===== config.mk =====
export PLATFORM = sky130hd
export DESIGN_NAME = axi4_stream_pkt_limiter_flat
export DESIGN_NICKNAME = d
export VERILOG_FILES = /design/src/rtl/axi4_stream_pkg.sv /design/src/rtl/axi4_stream_if.sv /design/src/rtl/axi4_stream_pkt_limiter.sv /design/src/flat_wrapper.sv
export SDC_FILE = /design/constraint.sdc
export NUM_CORES = 1
export LEC_CHECK = 0
export CORE_ASPECT_RATIO = 0.9
export CORE_MARGIN = 1
export CORE_UTILIZATION = 44
export CTS_BUF_LIST = sky130_fd_sc_hd__clkbuf_8 sky130_fd_sc_hd__clkbuf_16
export CTS_CLUSTER_DIAMETER = 60
export DETAILED_ROUTE_END_ITERATION = 8
export GPL_ROUTABILITY_DRIVEN = 0
export MAX_ROUTING_LAYER = met4
export PLACE_DENSITY = 0.91
export SYNTH_ARGS = -nofsm -noshare
export SYNTH_HDL_FRONTEND = slang
export SYNTH_SLANG_ARGS = --single-unit

===== constraint.sdc =====
create_clock -name clk_i -period 2.78 [get_ports clk_i]
set_clock_uncertainty 0.15 [all_clocks]
set_input_delay 0.695 -clock clk_i [delete_from_list [all_inputs] [get_ports clk_i]]
set_output_delay 0.695 -clock clk_i [all_outputs]
set_load 0.005 [all_outputs]

===== src/rtl/axi4_stream_pkg.sv =====
// rtl/axi4_stream_pkg.sv - shared AXI4-Stream types for the packet limiter and downstream FIFO
package axi4_stream_pkg;

  // Default stream widths used by the shared beat struct.
  localparam int AXIS_DATA_WIDTH = 32;
  localparam int AXIS_KEEP_WIDTH = AXIS_DATA_WIDTH / 8;
  localparam int AXIS_USER_WIDTH = 1;
  localparam int AXIS_DEST_WIDTH = 1;
  localparam int AXIS_ID_WIDTH   = 1;

  // Limiter FSM: PASS forwards beats, DROP discards the tail of an over-long packet.
  typedef enum logic {
    PASS = 1'b0,
    DROP = 1'b1
  } state_t;

  // One stream beat with all sidebands, at the default widths.
  typedef struct packed {
    logic [AXIS_DATA_WIDTH-1:0] tdata;
    logic [AXIS_KEEP_WIDTH-1:0] tstrb;
    logic [AXIS_KEEP_WIDTH-1:0] tkeep;
    logic                       tlast;
    logic [AXIS_USER_WIDTH-1:0] tuser;
    logic [AXIS_DEST_WIDTH-1:0] tdest;
    logic [AXIS_ID_WIDTH-1:0]   tid;
  } axis_beat_t;

  // Saturating 16-bit increment for event counters.
  function automatic logic [15:0] sat_inc16(input logic [15:0] value);
    return (value == 16'hFFFF) ? value : value + 16'd1;
  endfunction

endpackage


===== src/rtl/axi4_stream_if.sv =====
// rtl/axi4_stream_if.sv - AXI4-Stream bundle with master/slave views
interface axi4_stream_if #(
  parameter int DATA_WIDTH = 32,
  parameter int USER_WIDTH = 1,
  parameter int DEST_WIDTH = 1,
  parameter int ID_WIDTH   = 1
);

  localparam int KEEP_WIDTH = DATA_WIDTH / 8;

  logic [DATA_WIDTH-1:0] tdata;
  logic [KEEP_WIDTH-1:0] tstrb;
  logic [KEEP_WIDTH-1:0] tkeep;
  logic                  tlast;
  logic [USER_WIDTH-1:0] tuser;
  logic [DEST_WIDTH-1:0] tdest;
  logic [ID_WIDTH-1:0]   tid;
  logic                  tvalid;
  logic                  tready;

  // Source side: drives payload and tvalid, observes tready.
  modport master (
    output tdata, tstrb, tkeep, tlast, tuser, tdest, tid, tvalid,
    input  tready
  );

  // Sink side: observes payload and tvalid, drives tready.
  modport slave (
    input  tdata, tstrb, tkeep, tlast, tuser, tdest, tid, tvalid,
    output tready
  );

endinterface


===== src/rtl/axi4_stream_pkt_limiter.sv =====
// rtl/axi4_stream_pkt_limiter.sv - truncates AXI4-Stream packets longer than MAX_PKT_WORDS beats
module axi4_stream_pkt_limiter
  import axi4_stream_pkg::*;
#(
  parameter int DATA_WIDTH    = 32,
  parameter int USER_WIDTH    = 1,
  parameter int DEST_WIDTH    = 1,
  parameter int ID_WIDTH      = 1,
  parameter int MAX_PKT_WORDS = 256
) (
  input  logic                 clk_i,
  input  logic                 rst_n_i,
  axi4_stream_if.slave         pkt_i,
  axi4_stream_if.master        pkt_o,
  output logic                 trunc_o,
  output logic [15:0]          trunc_cnt_o
);

  localparam int KEEP_WIDTH = DATA_WIDTH / 8;
  localparam int CNT_W      = $clog2(MAX_PKT_WORDS + 1);
  // Index of the last beat a packet may carry before it is cut.
  localparam logic [CNT_W-1:0] LAST_IDX = CNT_W'(MAX_PKT_WORDS - 1);

  typedef struct packed {
    logic [DATA_WIDTH-1:0] tdata;
    logic [KEEP_WIDTH-1:0] tstrb;
    logic [KEEP_WIDTH-1:0] tkeep;
    logic                  tlast;
    logic [USER_WIDTH-1:0] tuser;
    logic [DEST_WIDTH-1:0] tdest;
    logic [ID_WIDTH-1:0]   tid;
  } beat_t;

  state_t             r_state;
  state_t             w_state_nxt;
  logic [CNT_W-1:0]   r_word_cnt;
  logic [CNT_W-1:0]   w_word_cnt_nxt;
  beat_t              r_beat;
  beat_t              w_in_beat;
  beat_t              w_load_beat;
  logic               r_out_valid;
  logic               w_in_ready;
  logic               w_load;
  logic               w_force_last;
  logic               r_trunc;
  logic [15:0]        r_trunc_cnt;

  assign w_in_beat = '{
    tdata: pkt_i.tdata,
    tstrb: pkt_i.tstrb,
    tkeep: pkt_i.tkeep,
    tlast: pkt_i.tlast,
    tuser: pkt_i.tuser,
    tdest: pkt_i.tdest,
    tid:   pkt_i.tid
  };

  // The forced-tlast beat is the incoming beat with only tlast overridden.
  always_comb begin
    w_load_beat       = w_in_beat;
    w_load_beat.tlast = w_in_beat.tlast | w_force_last;
  end

  // Next state, beat count and input ready; ready never looks at tvalid.
  always_comb begin
    w_state_nxt    = r_state;
    w_word_cnt_nxt = r_word_cnt;
    w_in_ready     = 1'b1;
    w_load         = 1'b0;
    w_force_last   = 1'b0;
    unique case (r_state)
      PASS: begin
        w_in_ready = !r_out_valid || pkt_o.tready;
        if (pkt_i.tvalid && w_in_ready) begin
          w_load = 1'b1;
          if (pkt_i.tlast) begin
            w_word_cnt_nxt = '0;
          end else if (r_word_cnt == LAST_IDX) begin
            w_force_last   = 1'b1;
            w_word_cnt_nxt = '0;
            w_state_nxt    = DROP;
          end else begin
            w_word_cnt_nxt = r_word_cnt + CNT_W'(1);
          end
        end
      end
      DROP: begin
        if (pkt_i.tvalid && pkt_i.tlast) begin
          w_state_nxt = PASS;
        end
      end
      default: begin
        w_state_nxt = PASS;
      end
    endcase
  end

  // FSM state and per-packet beat counter.
  always_ff @(posedge clk_i or negedge rst_n_i) begin
    if (!rst_n_i) begin
      r_state    <= PASS;
      r_word_cnt <= '0;
    end else begin
      r_state    <= w_state_nxt;
      r_word_cnt <= w_word_cnt_nxt;
    end
  end

  // Output skid register: load replaces contents, drain without load empties it.
  always_ff @(posedge clk_i or negedge rst_n_i) begin
    if (!rst_n_i) begin
      r_beat      <= '0;
      r_out_valid <= 1'b0;
    end else if (w_load) begin
      r_beat      <= w_load_beat;
      r_out_valid <= 1'b1;
    end else if (pkt_o.tready) begin
      r_out_valid <= 1'b0;
    end
  end

  // Truncation pulse lines up with the forced-tlast beat; counter saturates.
  always_ff @(posedge clk_i or negedge rst_n_i) begin
    if (!rst_n_i) begin
      r_trunc     <= 1'b0;
      r_trunc_cnt <= 16'd0;
    end else begin
      r_trunc <= w_load && w_force_last;
      if (w_load && w_force_last) begin
        r_trunc_cnt <= sat_inc16(r_trunc_cnt);
      end
    end
  end

  assign pkt_i.tready = w_in_ready;

  assign pkt_o.tvalid = r_out_valid;
  assign pkt_o.tdata  = r_beat.tdata;
  assign pkt_o.tstrb  = r_beat.tstrb;
  assign pkt_o.tkeep  = r_beat.tkeep;
  assign pkt_o.tlast  = r_beat.tlast;
  assign pkt_o.tuser  = r_beat.tuser;
  assign pkt_o.tdest  = r_beat.tdest;
  assign pkt_o.tid    = r_beat.tid;

  assign trunc_o     = r_trunc;
  assign trunc_cnt_o = r_trunc_cnt;

endmodule


===== src/flat_wrapper.sv =====
// flat-port wrapper written by rule: the top's interface ports become plain ports
module axi4_stream_pkt_limiter_flat import axi4_stream_pkg::*;
#(
  parameter int DATA_WIDTH    = 32,
  parameter int USER_WIDTH    = 1,
  parameter int DEST_WIDTH    = 1,
  parameter int ID_WIDTH      = 1,
  parameter int MAX_PKT_WORDS = 256
)
  (clk_i, rst_n_i, trunc_o, trunc_cnt_o, pkt_i_tdata, pkt_i_tstrb, pkt_i_tkeep, pkt_i_tlast, pkt_i_tuser, pkt_i_tdest, pkt_i_tid, pkt_i_tvalid, pkt_i_tready, pkt_o_tdata, pkt_o_tstrb, pkt_o_tkeep, pkt_o_tlast, pkt_o_tuser, pkt_o_tdest, pkt_o_tid, pkt_o_tvalid, pkt_o_tready);
  axi4_stream_if #(.DATA_WIDTH(DATA_WIDTH), .USER_WIDTH(USER_WIDTH), .DEST_WIDTH(DEST_WIDTH), .ID_WIDTH(ID_WIDTH)) pkt_i_i ();
  axi4_stream_if #(.DATA_WIDTH(DATA_WIDTH), .USER_WIDTH(USER_WIDTH), .DEST_WIDTH(DEST_WIDTH), .ID_WIDTH(ID_WIDTH)) pkt_o_i ();
  input  logic clk_i;
  input  logic rst_n_i;
  output logic trunc_o;
  output logic [15:0] trunc_cnt_o;
  input wire logic [$bits(pkt_i_i.tdata)-1:0] pkt_i_tdata;
  input wire logic [$bits(pkt_i_i.tstrb)-1:0] pkt_i_tstrb;
  input wire logic [$bits(pkt_i_i.tkeep)-1:0] pkt_i_tkeep;
  input wire logic [$bits(pkt_i_i.tlast)-1:0] pkt_i_tlast;
  input wire logic [$bits(pkt_i_i.tuser)-1:0] pkt_i_tuser;
  input wire logic [$bits(pkt_i_i.tdest)-1:0] pkt_i_tdest;
  input wire logic [$bits(pkt_i_i.tid)-1:0] pkt_i_tid;
  input wire logic [$bits(pkt_i_i.tvalid)-1:0] pkt_i_tvalid;
  output wire logic [$bits(pkt_i_i.tready)-1:0] pkt_i_tready;
  output wire logic [$bits(pkt_o_i.tdata)-1:0] pkt_o_tdata;
  output wire logic [$bits(pkt_o_i.tstrb)-1:0] pkt_o_tstrb;
  output wire logic [$bits(pkt_o_i.tkeep)-1:0] pkt_o_tkeep;
  output wire logic [$bits(pkt_o_i.tlast)-1:0] pkt_o_tlast;
  output wire logic [$bits(pkt_o_i.tuser)-1:0] pkt_o_tuser;
  output wire logic [$bits(pkt_o_i.tdest)-1:0] pkt_o_tdest;
  output wire logic [$bits(pkt_o_i.tid)-1:0] pkt_o_tid;
  output wire logic [$bits(pkt_o_i.tvalid)-1:0] pkt_o_tvalid;
  input wire logic [$bits(pkt_o_i.tready)-1:0] pkt_o_tready;
  assign pkt_i_i.tdata = pkt_i_tdata;
  assign pkt_i_i.tstrb = pkt_i_tstrb;
  assign pkt_i_i.tkeep = pkt_i_tkeep;
  assign pkt_i_i.tlast = pkt_i_tlast;
  assign pkt_i_i.tuser = pkt_i_tuser;
  assign pkt_i_i.tdest = pkt_i_tdest;
  assign pkt_i_i.tid = pkt_i_tid;
  assign pkt_i_i.tvalid = pkt_i_tvalid;
  assign pkt_i_tready = pkt_i_i.tready;
  assign pkt_o_tdata = pkt_o_i.tdata;
  assign pkt_o_tstrb = pkt_o_i.tstrb;
  assign pkt_o_tkeep = pkt_o_i.tkeep;
  assign pkt_o_tlast = pkt_o_i.tlast;
  assign pkt_o_tuser = pkt_o_i.tuser;
  assign pkt_o_tdest = pkt_o_i.tdest;
  assign pkt_o_tid = pkt_o_i.tid;
  assign pkt_o_tvalid = pkt_o_i.tvalid;
  assign pkt_o_i.tready = pkt_o_tready;
  axi4_stream_pkt_limiter #(.DATA_WIDTH(DATA_WIDTH), .USER_WIDTH(USER_WIDTH), .DEST_WIDTH(DEST_WIDTH), .ID_WIDTH(ID_WIDTH), .MAX_PKT_WORDS(MAX_PKT_WORDS)) u_core (.clk_i(clk_i), .rst_n_i(rst_n_i), .pkt_i(pkt_i_i), .pkt_o(pkt_o_i), .trunc_o(trunc_o), .trunc_cnt_o(trunc_cnt_o));
endmodule

Yosys cells after proc, flatten, opt, wreduce, memory -nomap -nowiden
Cells that the tools add are included.
- bits in writable memories: 0
- input port bits: 48
- output and inout port bits: 63
- memories kept: 0
- word-level logic and storage cells: 40
- bits in latches: 0
- ROM bits: 0
- register bits after elaboration: 72
- bitwise logic cells: 3
- mux-type cells: 13
- $add $sub $neg: 2
- reduce and logical (&&, ||, !) cells: 8
- magnitude comparators: 0
- shift operators: 0
- div/mod/pow operators: 0
- $mul: 0
- equality and inequality tests: 2
- operator list (cell ; number):
    two-way mux 9 bit ; 2
    adder 16 x 1 -> 16 bit, second input constant ; 1
    == test 16 bit, second input constant ; 1
    two-way mux 1 bit ; 10
    adder 9 x 1 -> 9 bit, second input constant ; 1
    == test 9 x 8 -> 1 bit, second input constant ; 1
    AND reduction 2 bit ; 2
    logical AND 1 bit ; 3
    NOT 1 bit ; 2
    case mux 1 bit (2 select lines) ; 1
    nonzero test 2 bit ; 1
    logical NOT 1 bit ; 1
    logical OR 1 bit ; 1
    bitwise OR 1 bit ; 1

Longest topological paths before layout
Gate-level depths: netlist of run 1.
- depth after elaboration: 7
- depth in mapped cells: 8

Least setup slack after synthesis of run 1
No wires, ideal clock.
- kind: input -> register
- start: input port pkt_i_tlast
- end: register u_core.r_trunc_cnt[11], in the netlist u_core.trunc_cnt_o[11]
- data arrival time: 1.869 ns
- buffers on the path: 1
- setup slack: 0.637 ns
- required time: 2.506 ns
- stages: 5
- path through: or4_4 > a211oi_4 > buf_6 > nand4_1 > xnor2_1
- cells in the longest elaborated chain, start to end: 5
- ends and longest elaborated chain (what ; RTL line ; RTL):
    start, declared ; flat_wrapper.sv:20 ; input wire logic [$bits(pkt_i_i.tlast)-1:0] pkt_i_tlast;
    two-way mux 1 bit ; axi4_stream_pkt_limiter.sv:76 ; if (pkt_i.tlast) begin
    two-way mux 1 bit ; axi4_stream_pkt_limiter.sv:74 ; if (pkt_i.tvalid && w_in_ready) begin
    two-way mux 1 bit ; axi4_stream_pkt_limiter.sv:71 ; unique case (r_state)
    logical AND 1 bit ; axi4_stream_pkt_limiter.sv:129 ; if (w_load && w_force_last) begin
    AND reduction 2 bit (no line) ; - ;
    end signal, assigned ; axi4_stream_pkt_limiter.sv:130 ; r_trunc_cnt <= sat_inc16(r_trunc_cnt);
    end, declared ; axi4_stream_pkt_limiter.sv:46 ; logic [15:0] r_trunc_cnt;
No other way between the ends.
A chain may end at the register's enable or synchronous reset.

Final worst setup path of run 1
- start: input port pkt_o_tready
- end: output port pkt_i_tready
- cells in the longest elaborated chain, start to end: 2
- ends and longest elaborated chain (what ; RTL line ; RTL):
    start, declared ; flat_wrapper.sv:34 ; input wire logic [$bits(pkt_o_i.tready)-1:0] pkt_o_tready;
    logical OR 1 bit ; axi4_stream_pkt_limiter.sv:73 ; w_in_ready = !r_out_valid || pkt_o.tready;
    two-way mux 1 bit ; axi4_stream_pkt_limiter.sv:71 ;
    end, declared ; flat_wrapper.sv:25 ; output wire logic [$bits(pkt_i_i.tready)-1:0] pkt_i_tready;
No other way between the ends.

==> results of run 1 <==
state kept, by name, indices dropped and copies added, names as in the netlist:
| name | cells |
|---|---|
| u_core.pkt_o.tdest | 1 |
| u_core.trunc_cnt_o | 16 |
| u_core.pkt_o.tvalid | 1 |
| u_core.trunc_o | 1 |
| u_core.r_word_cnt | 9 |
| u_core.pkt_o.tuser | 1 |
| u_core.pkt_o.tdata | 32 |
| u_core.pkt_o.tstrb | 4 |
| u_core.pkt_o.tid | 1 |
| u_core.pkt_o.tkeep | 4 |
| u_core.pkt_o.tlast | 1 |
| u_core.r_state | 1 |
cell families after synthesis:
| group | after synthesis | synth area share |
|---|---|---|
| xor gates and xnor gates | 13 | 0.0380 |
| buffers and inverters | 16 | 0.0238 |
| DFF | 72 | 0.602 |
| adders and majority gates | 2 | 0.00836 |
| muxes | 4 | 0.0146 |
| and+or+nand+nor | 187 | 0.270 |
| AOI/OAI and AO/OA | 18 | 0.0435 |
per-stage QoR:
step / setup WS [ns] / instances
floorplan: 0.637 / 312
global placement: 0.0478 / 506
detailed placement: -0.0132 / 506
CTS: 0.0414 / 521
global route: 0.00219 / 521
finish: 0.0513 / 521
synth_stat cells:
cell / n / area, sq um
nand2_1: 143 / 537
o211a_1: 1 / 10.0
mux2i_1: 1 / 10.0
and3_1: 3 / 18.8
a21oi_1: 5 / 25.0
o21ai_0: 1 / 5.00
a31oi_1: 5 / 31.3
nand4_2: 1 / 12.5
dfrtp_1: 72 / 1800
clkbuf_1: 9 / 33.8
nor2_4: 1 / 11.3
xnor2_1: 11 / 96.3
o21ai_1: 1 / 5.00
buf_2: 3 / 15.0
a21o_1: 1 / 7.51
nand4_1: 8 / 50.1
buf_1: 1 / 3.75
nand3_1: 8 / 40.0
a211oi_4: 1 / 20.0
and4_1: 2 / 17.5
nor2b_1: 2 / 12.5
nor2b_4: 1 / 13.8
buf_6: 1 / 11.3
nor3_1: 4 / 20.0
mux2_1: 2 / 22.5
nand2b_1: 6 / 37.5
inv_1: 2 / 7.51
xor2_1: 2 / 17.5
or4_4: 1 / 11.3
ha_1: 2 / 25.0
mux2_2: 1 / 11.3
a22o_1: 2 / 17.5
nor2_1: 7 / 26.3
a41oi_1: 1 / 8.76
worst min path at each step:
stage / endpoint / slack [ns] / start
after global routing: u_core.pkt_o.tstrb[3] / 0.35 / u_core.pkt_o.tstrb[3]
final: u_core.pkt_o.tdata[0] / 0.33 / rst_n_i
after global placement: u_core.pkt_o.tdata[29] / 0.31 / u_core.pkt_o.tdata[29]
after floorplan: u_core.pkt_o.tdata[0] / 0.25 / rst_n_i
after CTS: u_core.pkt_o.tdata[15] / 0.33 / u_core.pkt_o.tdata[15]
after detailed placement: u_core.pkt_o.tdata[15] / 0.31 / u_core.pkt_o.tdata[15]
routing by layer:
layer,vias to the layer above,GRT usage,wire [um]
met1,1151,0.237,2910
met5,-,-,0
met2,96,0.319,3220
met4,0,0.0667,71
li1,1229,-,-
met3,9,0.0565,537
worst max-delay path, delay by kind of cell:
kind,cells,cell delay (ns)
buffers and inverters,2,0.91
and+or+nand+nor,2,0.28
final cells by class:
cell class / instances / area [sq um] / share of cell area
Multi-Input combinational cell: 224 / 1130 / 0.256
Clock inverter: 5 / 48.8 / 0.0111
Tap cell: 90 / 113 / 0.0255
Timing Repair Buffer: 118 / 1170 / 0.266
Inverter: 2 / 7.51 / 0.00170
Clock buffer: 10 / 138 / 0.0312
Sequential cell: 72 / 1800 / 0.409
power by group through the flow:
stage	combinational (mW)	clock [mW]	sequential, mW
after CTS	0.482	0.803	1.25
after global placement	0.464	0	1.26
final	0.473	0.776	1.25
after detailed placement	0.480	0	1.26
after floorplan	0.146	0	1.27
after global routing	0.528	0.840	1.26
==> impl_results.md, run 1 <==
* Pwr dens at 566 nW/um^2
* Post-Synthesis Cells at 312
* Most frequent cells in the layout: nand2_1, clkdlybuf4s50_1, dfrtp_1
* Clock Latency Late Sink at 0.32 ns
* Port buffer count at 110
* Clock Root Buffer: clkbuf_8
* RSZ-0062 raised after global routing: false
* Ant. Diodes at 0
* Post-CTS Setup Bufs at 0
* Max Slew Vio Count at 0
* Post-DRT Antenna Nets at 0
* R2R cell count at 8
* NetSw at 616 uW
* Reg power frac at 0.500
* Final hold viol count at 0
* Critical Path RT at 1.93 ns
* Detail Placement HPWL at 4850 um
* VDD IR max at 0.000354 V
* Maxcap violations at 0
* Cell Int Power at 1.88 mW
* Clock share of power at 0.311
* CP max stage delay at 0.46 ns
* Largest net degree at the start of global routing at 73
* Starting Density at 0.455
* Via count at 2485
* Number of global-route vias before repair at 2395
* Total grt overflow at 0
* Worst-Margin Slew at 0.878 ns
* Crit Path Class: input pin to output port
* Layout area overhead at 47.3%
* Syn_nets at 362
* 1st-iter DRT viols at 115
* Startpoint Class: input pin
* Chip Width at 89.0 um
* First drt pass iteration count at 4
* CP endpoint: pkt_i_tready
* Via/cell ratio at 4.77
* Final TNS setup at 0 ns
* R2r setup slk at 0.60 ns
* Area of the core at 6590 sq um
* Leakage at 2.09 nW
* Final setup fails at 0
* Commonest non-fill, non-tap cell in the layout: nand2_1
* H-tree depth at 3
* R2R Path Start: u_core.trunc_cnt_o[0]
* R2r endpoint: u_core.trunc_cnt_o[9]
* CP max stage cell: clkdlybuf4s50_1
* Clock Sinks at 72
* Cts bufs inserted at 9
* # fillers at 521
* Die Ht at 80.3 um
* Register area share after synthesis at 0.602
* Worst path arrival time at 1.88 ns
* Period utilisation layout at 0.982
* Worst hold slack at 0.325 ns
* Hold Crit Class: input pin to async pin
* PostCTS Resize Cnt at 0
* Final core utilization at 0.670
* Worst setup EP type: output port
* DRC at 0
* Drt total wl at 6740 um
* Number of synthesized register bits at 72
* Total power at 2.50 mW
* IO Count at 111
* Worst-case clock buffer depth at 2
* CP dominant cell by count: clkdlybuf4s50_1
* Overall Global Routing Usage at 0.197
* Synthesized area at 2990 sq um
* CTS clk-pin slew, worst paths at 0.07 ns
* Initial antenna violation count at 0
* Post-synthesis cell type count at 34
* Worst slew margin at 0.415
* Post-layout instance area at 4410 sq um
* Min Tclk post-route at 2.73 ns
* Comb pwr share at 0.190
* Hold-fix buffers, CTS at 0
* Status: complete, no violations
* Share of cells above drive strength 1 at 0.0719
* CTS tree: yes
* Max Clock Freq at 366 MHz
* First-pass GRT wire length at 10500 um
* Post-Syn Area per Cell at 9.60 sq um
* Cell row count at 28
* Net Sw Frac at 0.247
* Ys Warns at 0
* Post-DR wirelength/cell at 12.9 um
* CP Max Fanout at 3
* Crit path from: pkt_o_tready
* Nets at 477
* Placed Area at 4220 sq um
* Die Area at 7140 sq um
* Crit path cell chain: clkdlybuf4s50_1 -> nor2b_4 -> nand2b_1 -> clkdlybuf4s50_1
Power figures use the tool's default switching activity.
==> inputs of run 2 (changes only) <==
CORE_MARGIN = 3   (was 1)
==> impl_results.md, run 2 (synthesized netlist as in run 1, its figures left out) <==
* Status: complete, no violations
* CP Max Fanout at 3 (unchanged)
* Commonest non-fill, non-tap cell in the layout: nand2_1
* Max Slew Vio Count at 0 (unchanged)
* PostCTS Resize Cnt at 0 (unchanged)
* Critical Path RT at 1.93 ns (about the same)
* Largest register FFs at 32 (unchanged)
* Finished Layout Cells at 520 (-0.19%)
* Leakage at 2.11 nW (+0.88%)
* First drt pass iteration count at 4 (unchanged)
* Cts bufs inserted at 9 (unchanged)
* Total grt overflow at 0 (unchanged)
* Final core utilization at 0.701 (+0.0311)
* Post-DR wirelength/cell at 13.8 um (+6.6%)
* Overall Global Routing Usage at 0.203 (+0.00629)
* Cell row count at 27 (-3.6%)
* Largest net degree at the start of global routing at 48 (-34%)
* Detail Placement HPWL at 5390 um (+11%)
* Post-CTS Setup Bufs at 0 (unchanged)
* Via/cell ratio at 4.88 (+2.2%)
* Share of cells above drive strength 1 at 0.0785 (+0.00660)
* VDD IR max at 0.000337 V (-4.9%)
* Nets at 479 (+0.42%)
* Most frequent cells in the layout: nand2_1, clkdlybuf4s50_1, dfrtp_1
* CTS tree: yes
* Ant. Diodes at 0 (unchanged)
* Initial antenna violation count at 0 (unchanged)
* Pwr dens at 577 nW/um^2 (+2.0%)
* Clock Latency Late Sink at 0.34 ns (+0.02 ns)
* Post-layout instance area at 4450 sq um (+0.91%)
* Via count at 2536 (+2.1%)
* IO Count at 111 (unchanged)
* DRC at 0 (unchanged)
* Clock Root Buffer: clkbuf_8
* Crit path from: pkt_o_tready
* Post-DRT Antenna Nets at 0 (unchanged)
* Worst-case clock buffer depth at 2 (unchanged)
* Maxcap violations at 0 (unchanged)
* Die Ht at 84.3 um (+5.0%)
* Hold-fix buffers, CTS at 0 (unchanged)
* RSZ-0062 raised after global routing: false
* Worst path arrival time at 1.88 ns (about the same)
* Starting Density at 0.471 (+0.0168)
* Final TNS setup at 0 ns (unchanged)
* # fillers at 469 (-10%)
* H-tree depth at 3 (unchanged)
* Final setup fails at 0 (unchanged)
* Chip Width at 93.0 um (+4.5%)
* Max Clock Freq at 367 MHz (+0.14%)
* 1st-iter DRT viols at 144 (+25%)
* Hold Crit Class: input pin to async pin
* Die Area at 7830 sq um (+9.7%)
* Worst setup EP type: output port
* Worst-Margin Slew at 0.697 ns (-0.180 ns)
* Drt total wl at 7170 um (+6.4%)
* Port buffer count at 110 (unchanged)
* Worst slew margin at 0.535 (+0.120)
* R2R Path Start: u_core.trunc_cnt_o[0]
* Total power at 2.57 mW (+2.9%)
* Placed insts at 505 (-0.20%)
* Period utilisation layout at 0.980 (-0.00136)
* Number of global-route vias before repair at 2652 (+11%)
* Min Tclk post-route at 2.72 ns (-0.00378 ns)
* Clock Sinks at 72 (unchanged)
* Placed Area at 4250 sq um (+0.50%)
* Startpoint Class: input pin
* CTS clk-pin slew, worst paths at 0.08 ns (about the same)
* Final hold viol count at 0 (unchanged)
* First-pass GRT wire length at 12400 um (+18%)
* Layout area overhead at 48.6%
* Area of the core at 6350 sq um (-3.6%)
* Crit Path Class: input pin to output port
## run 2: changes by cell type in the layout (fill, tap and decap cells not counted), sizes merged
cell    previous run  this run
buf                9        11
clkbuf            10        12
clkinv             3         2
inv                3         2
## run 2: final timing paths
kind                                     endpoint  slack (ns)  depth (start not counted)
max                                  pkt_i_tready        0.06                          4
min                         u_core.pkt_o.tkeep[0]        0.25                          1
max reg2reg                 u_core.trunc_cnt_o[9]        0.58                          8
min reg2reg                u_core.pkt_o.tdata[29]        0.32                          2
max in group asynchronous          u_core.r_state        1.52                          2
min in group clk_i         u_core.pkt_o.tdata[29]        0.32                          2
## run 2: worst max-delay path, cell delays in order
cell and delay, ns:
clkdlybuf4s50_1 0.46, nor2b_4 0.18, nand2b_1 0.09, clkdlybuf4s50_1 0.45
## run 2: layer usage
layer,routed length (um),track usage,up-vias,part of all wire
met4,104,0.0692,0,0.015
met5,0,-,-,0
met2,3470,0.326,85,0.48
li1,-,-,1236,-
met1,3110,0.248,1201,0.43
met3,484,0.0565,14,0.068
## run 2: report_power, final
part	switching (mW)	total (mW)	internal (mW)
logic	0.191	0.482	0.291
registers	0.0817	1.25	1.17
clock network	0.360	0.840	0.480
## run 2: area by class of cell
class / instances / area, sq um / share of cell area
flip-flops and latches: 72 / 1800 / 0.405
well taps: 87 / 109 / 0.0245
clock inverters: 3 / 40.0 / 0.00900
multi-input cells: 224 / 1130 / 0.254
repair buffers: 120 / 1200 / 0.269
inverters: 2 / 7.51 / 0.00169
clock buffers: 12 / 165 / 0.0371
## run 2: metrics by stage
step           hold WS [ns]  setup slack, ns
2_1_floorplan         0.249            0.637
5_1_grt               0.291           0.0133
4_1_cts               0.261           0.0490
3_5_place_dp          0.312           0.0136
6_report              0.249           0.0551
3_3_place_gp          0.307           0.0470
==> inputs of run 3 (changes only) <==
==> constraint.sdc (replaced) <==
create_clock -name clk_i -period 2.78 [get_ports clk_i]
set_clock_uncertainty 0.15 [all_clocks]
set_input_delay 0.834 -clock clk_i [delete_from_list [all_inputs] [get_ports clk_i]]
set_output_delay 0.834 -clock clk_i [all_outputs]
set_load 0.005 [all_outputs]
==> impl_results.md, run 3 (synthesized netlist as in run 1, its figures left out) <==
* Status: complete, no violations
* Comb pwr share at 0.196 (+0.009)
* CTS clk-pin slew, worst paths at 0.07 ns (about the same)
* Final core utilization at 0.698 (-0.00256)
* Nets at 481 (+0.42%)
* Reg power frac at 0.507 (+0.021)
* Post-DRT Antenna Nets at 0 (unchanged)
* Crit path from: pkt_i_tlast
* Cts bufs inserted at 9 (unchanged)
* Die Ht at 84.3 um (unchanged)
* Post-layout instance area at 4430 sq um (-0.37%)
* NetSw at 620 uW (-1.9%)
* Hold Crit Class: flip-flop to flip-flop
* Cell family with most CP delay: simple AND/OR/NAND/NOR gates
* Drt total wl at 7380 um (+3.0%)
* Placed insts at 506 (+0.20%)
* CTS tree: yes
* Crit path cell chain: clkdlybuf4s50_1 -> or4_4 -> a211oi_4 -> buf_12 -> nand4_1 -> xnor2_1
* Total power at 2.46 mW (-4.2%)
* Largest net degree at the start of global routing at 48 (unchanged)
* Critical Path RT at 2.84 ns (+0.91 ns)
* Share of cells above drive strength 1 at 0.0760 (-0.00249)
* Clock Root Buffer: clkbuf_8
* First drt pass iteration count at 4 (unchanged)
* IO Count at 111 (unchanged)
* Worst path arrival time at 2.53 ns (+0.65 ns)
* Via count at 2547 (+0.43%)
* # fillers at 502 (+7.0%)
* Net Sw Frac at 0.252 (+0.00599)
* Pwr dens at 555 nW/um^2 (-3.9%)
* CP max stage cell: or4_4
* Clock Sinks at 72 (unchanged)
* Clock Latency Late Sink at 0.33 ns (about the same)
* Worst-case clock buffer depth at 2 (unchanged)
* Most frequent cells in the layout: nand2_1, clkdlybuf4s50_1, dfrtp_1
* Worst slew margin at 0.533 (-0.00174)
* Commonest non-fill, non-tap cell in the layout: nand2_1
* Cell Int Power at 1.84 mW (-5.0%)
* Initial antenna violation count at 0 (unchanged)
* Max Slew Vio Count at 0 (unchanged)
* Layout area overhead at 48.1%
* Leakage at 2.12 nW (+0.24%)
* Hold-fix buffers, CTS at 0 (unchanged)
* Worst-Margin Slew at 0.700 ns (+0.00261 ns)
* CP Max Fanout at 11 (+8)
* Startpoint Class: input pin
* Finished Layout Cells at 521 (+0.19%)
* CP max stage delay at 0.57 ns (+0.11 ns)
* Maxcap violations at 0 (unchanged)
* CP bufs+invs at 2 (unchanged)
* Min Tclk post-route at 2.46 ns (-0.261 ns)
* Final setup fails at 0 (unchanged)
* Worst hold slack at 0.322 ns (+0.0735 ns)
* Final hold viol count at 0 (unchanged)
* Overall Global Routing Usage at 0.200 (-0.00349)
* Max Clock Freq at 406 MHz (+11%)
* Placed Area at 4250 sq um (+0.18%)
* VDD IR max at 0.000341 V (+1.2%)
* Port buffer count at 110 (unchanged)
* Chip Width at 93.0 um (unchanged)
* DRC at 0 (unchanged)
* Total grt overflow at 0 (unchanged)
* Largest register FFs at 32 (unchanged)
* Min-delay src: u_core.pkt_o.tdata[0]
* Period utilisation layout at 0.886 (-0.0938)
* RSZ-0062 raised after global routing: false
* Area of the core at 6350 sq um (unchanged)
* Post-DR wirelength/cell at 14.2 um (+2.8%)
* R2R Path Start: u_core.trunc_cnt_o[0]
* Crit Path Class: input pin to flip-flop
* H-tree depth at 3 (unchanged)
* Detail Placement HPWL at 5470 um (+1.5%)
* Number of global-route vias before repair at 2552 (-3.8%)
* Worst setup EP type: flip-flop
* Ant. Diodes at 0 (unchanged)
* Clock share of power at 0.297 (-0.030)
* Via/cell ratio at 4.89 (+0.24%)
* First-pass GRT wire length at 12200 um (-1.9%)
* Die Area at 7830 sq um (unchanged)
* 1st-iter DRT viols at 135 (-6.3%)
* Cell row count at 27 (unchanged)
* Starting Density at 0.471 (unchanged)
-- run 3: final timing paths --
check | endpoint | slack, ns | depth (start not counted)
max in group asynchronous | u_core.trunc_cnt_o[10] | 1.43 | 2
worst min register to register | u_core.pkt_o.tdata[0] | 0.32 | 2
worst max register to register | u_core.trunc_cnt_o[3] | 0.60 | 8
min in group asynchronous | u_core.pkt_o.tstrb[0] | 0.40 | 1
worst max-delay path | u_core.trunc_cnt_o[3] | 0.32 | 6
worst min-delay path | u_core.pkt_o.tdata[0] | 0.32 | 2
-- run 3: per-stage QoR --
step / worst slack, ns / setup TNS, ns
floorplan: 0.498 / 0
global placement: -0.219 / -0.704
detailed placement: -0.233 / -1.31
CTS: 0.0358 / 0
global route: 0.260 / 0
finish: 0.316 / 0
-- run 3: what timing repair did --
action | 4_1_cts | 5_1_grt
pin swaps | 0 | 0
endpoints found under the setup margin | 1 | 1
setup buffers | 1 | 0
resized for setup | 1 | 1
-- run 3: tightest hold or removal path, cell delays in order, from the launching register on --
cell,delay (ns)
dfrtp_1,0.34
nand2_1,0.05
nand2_1,0.06
-- run 3: area by class of cell --
type | count | area (sq um) | share of cell area
clock inverter | 2 | 7.51 | 0.00169
sequential | 72 | 1800 | 0.406
timing repair buffer | 122 | 1210 | 0.273
tap | 87 | 109 | 0.0245
inverter | 2 | 7.51 | 0.00169
clock buffer | 12 | 165 | 0.0372
multi-input combinational | 224 | 1130 | 0.255
-- run 3: power groups by stage --
stage                     Combinational, mW  Sequential [mW]  Clock (mW)
after CTS                             0.494             1.25       0.747
after global routing                  0.538             1.27       0.791
after global placement                0.471             1.26           0
final                                 0.483             1.25       0.730
after detailed placement              0.491             1.27           0
after floorplan                       0.146             1.27           0
-- run 3: metal layers --
| metal | share of wire | GRT usage | up-vias |
|---|---|---|---|
| met2 | 0.48 | 0.319 | 92 |
| li1 | - | - | 1242 |
| met5 | 0 | - | - |
| met3 | 0.068 | 0.0475 | 8 |
| met4 | 0.012 | 0.0613 | 0 |
| met1 | 0.44 | 0.254 | 1205 |
==> edit, RTL diff (flow settings as in run 3) <==
Reset style: synchronous (`rst_n_i`), changed in 3 clocked blocks.
--- a/src/rtl/axi4_stream_pkt_limiter.sv
+++ b/src/rtl/axi4_stream_pkt_limiter.sv
@@ -96,7 +96,7 @@
   end
 
   // FSM state and per-packet beat counter.
-  always_ff @(posedge clk_i or negedge rst_n_i) begin
+  always_ff @(posedge clk_i) begin
     if (!rst_n_i) begin
       r_state    <= PASS;
       r_word_cnt <= '0;
@@ -107,7 +107,7 @@
   end
 
   // Output skid register: load replaces contents, drain without load empties it.
-  always_ff @(posedge clk_i or negedge rst_n_i) begin
+  always_ff @(posedge clk_i) begin
     if (!rst_n_i) begin
       r_beat      <= '0;
       r_out_valid <= 1'b0;
@@ -120,7 +120,7 @@
   end
 
   // Truncation pulse lines up with the forced-tlast beat; counter saturates.
-  always_ff @(posedge clk_i or negedge rst_n_i) begin
+  always_ff @(posedge clk_i) begin
     if (!rst_n_i) begin
       r_trunc     <= 1'b0;
       r_trunc_cnt <= 16'd0;
Behaviour: differs if rst_n_i is asserted again (counterexample within 4 cycles, from zero or initial values and one cycle with rst_n_i low); with rst_n_i held inactive, the same outputs for 10 cycles.
==> edit against run 3 <==
Sequential share of layout area shrank 7.7 points. First-iteration DRC count grew 82%. Synthesized area shrank 3.5%. Total power shrank 6.8%. Hold slack lost 0.017 ns. Sequential power shrank 13%. Wire length grew 14%. Clock power grew 26%. Global-route usage grew 2.9 points. Cell area shrank 1.4%. Count of clock-buffer cells in the layout shrank 2. Sequential cell count is the same. Worst setup slack lost 0.27 ns. Critical endpoint is now pkt_i_tready. Largest power group unchanged.
==> edit: results <==
set metrics [dict create \
    status "finished, final reports clean" \
    arrival_ns 1.75 \
    clkLatencyLatePin_ns 0.36 \
    synth_common_cells "nand2_1 (101), dfxtp_1 (72), a21oi_1 (57), clkbuf_1 (19), nor2_1 (12)" \
    rr_startpoint "u_core.r_word_cnt[0]" \
    grt.met3_usage 0.0870 \
    rr_worst_depth 7 \
    grt_use_met1 0.251 \
    critPathMaxStageDelay_ns 0.41 \
    whs_ns 0.305 \
    grt_use_met2 0.383 \
    placed_area_um2 4140 \
    netlist-cell-type-count 39 \
    routed_wirelength_mm 8.40 \
    synthArstFlopShare 0 \
    grt_pass1_wl_mm 13.8 \
    r2r_setup_slack_ns 0.15 \
    worst_r2r_endpoint "u_core.trunc_cnt_o[8]" \
    yosysSeqAreaShare 0.499 \
    cp_max_fo 2 \
    num-nets-final 522 \
    p_leak_uw 0.00168 \
    hold_end "u_core.pkt_o.tstrb[3]" \
    place_ws_ns -0.333 \
    hpwl_mm 5.82 \
    slew_headroom 0.653 \
    track_usage 0.229 \
    vdd_drop_max_mv 0.413 \
]
[edit: cell count changes after synthesis, moves of 10 or more]
cell and change:
clkbuf_1 +10, xnor2_1 -10, dfxtp_1 +72, a21oi_1 +52, o21ai_0 +10, nand2_1 -42
dfrtp_1 -72
[edit: area by class of cell]
cell class	instances	area (µm²)	area share
Sequential cell	72	1440	0.330
Multi-Input combinational cell	259	1360	0.310
Timing Repair Buffer	128	1240	0.284
Clock buffer	10	138	0.0315
Tap cell	87	109	0.0249
Clock inverter	5	81.3	0.0186
Inverter	2	7.51	0.00172
[edit: cell families after synthesis]
family          after synthesis  synth area share
mux                           4            0.0139
xor+xnor                      1           0.00303
compound gates               83             0.159
buf+inv                      25            0.0381
flops                        72             0.499
fa+ha+maj                     2           0.00866
simple gates                169             0.279
[edit: report_power, final]
| group | leakage (µW) | switching, µW | internal, µW | total (µW) |
|---|---|---|---|---|
| clock network | 0.000108 | 393 | 524 | 917 |
| registers | 0.000588 | 21.1 | 1070 | 1090 |
| logic | 0.000983 | 120 | 165 | 284 |
| total | 0.00168 | 533 | 1760 | 2290 |
[edit: worst max-delay path by stage]
stage,end,slack [ns],cells after the start
2_1_floorplan,u_core.trunc_cnt_o[11],0.17,8
3_3_place_gp,u_core.trunc_cnt_o[8],-0.26,7
3_5_place_dp,u_core.trunc_cnt_o[8],-0.33,7
4_1_cts,u_core.trunc_cnt_o[8],0.04,7
5_1_grt,pkt_i_tready,0.01,4
6_report,pkt_i_tready,0.04,4
[edit: metal layers]
layer	vias to the layer above	routed length, µm
met5	-	0
met4	0	165
met3	16	699
met2	123	4140
met1	1426	3400
li1	1464	-
[edit: what timing repair did]
action,4_1_cts,5_1_grt
setup buffers,1,0
endpoints found under the setup margin,1,4
endpoints found under the hold margin,0,0
resized for setup,1,3
gates cloned,0,0
pin swaps,0,0
[edit: worst register-to-register path, stage by stage (launching register included)]
cell and delay (ns):
dfxtp_1 0.41, ha_1 0.22, and3_1 0.36, nand4b_4 0.14
or4_1 0.53, buf_6 0.18, or4_1 0.41, a21oi_1 0.17
[edit: metrics by stage]
stage | instances | utilization
6_report | 563 | 0.700
5_1_grt | 563 | 0.700
4_1_cts | 563 | 0.698
3_5_place_dp | 547 | 0.662
3_3_place_gp | 547 | 0.662
2_1_floorplan | 356 | -
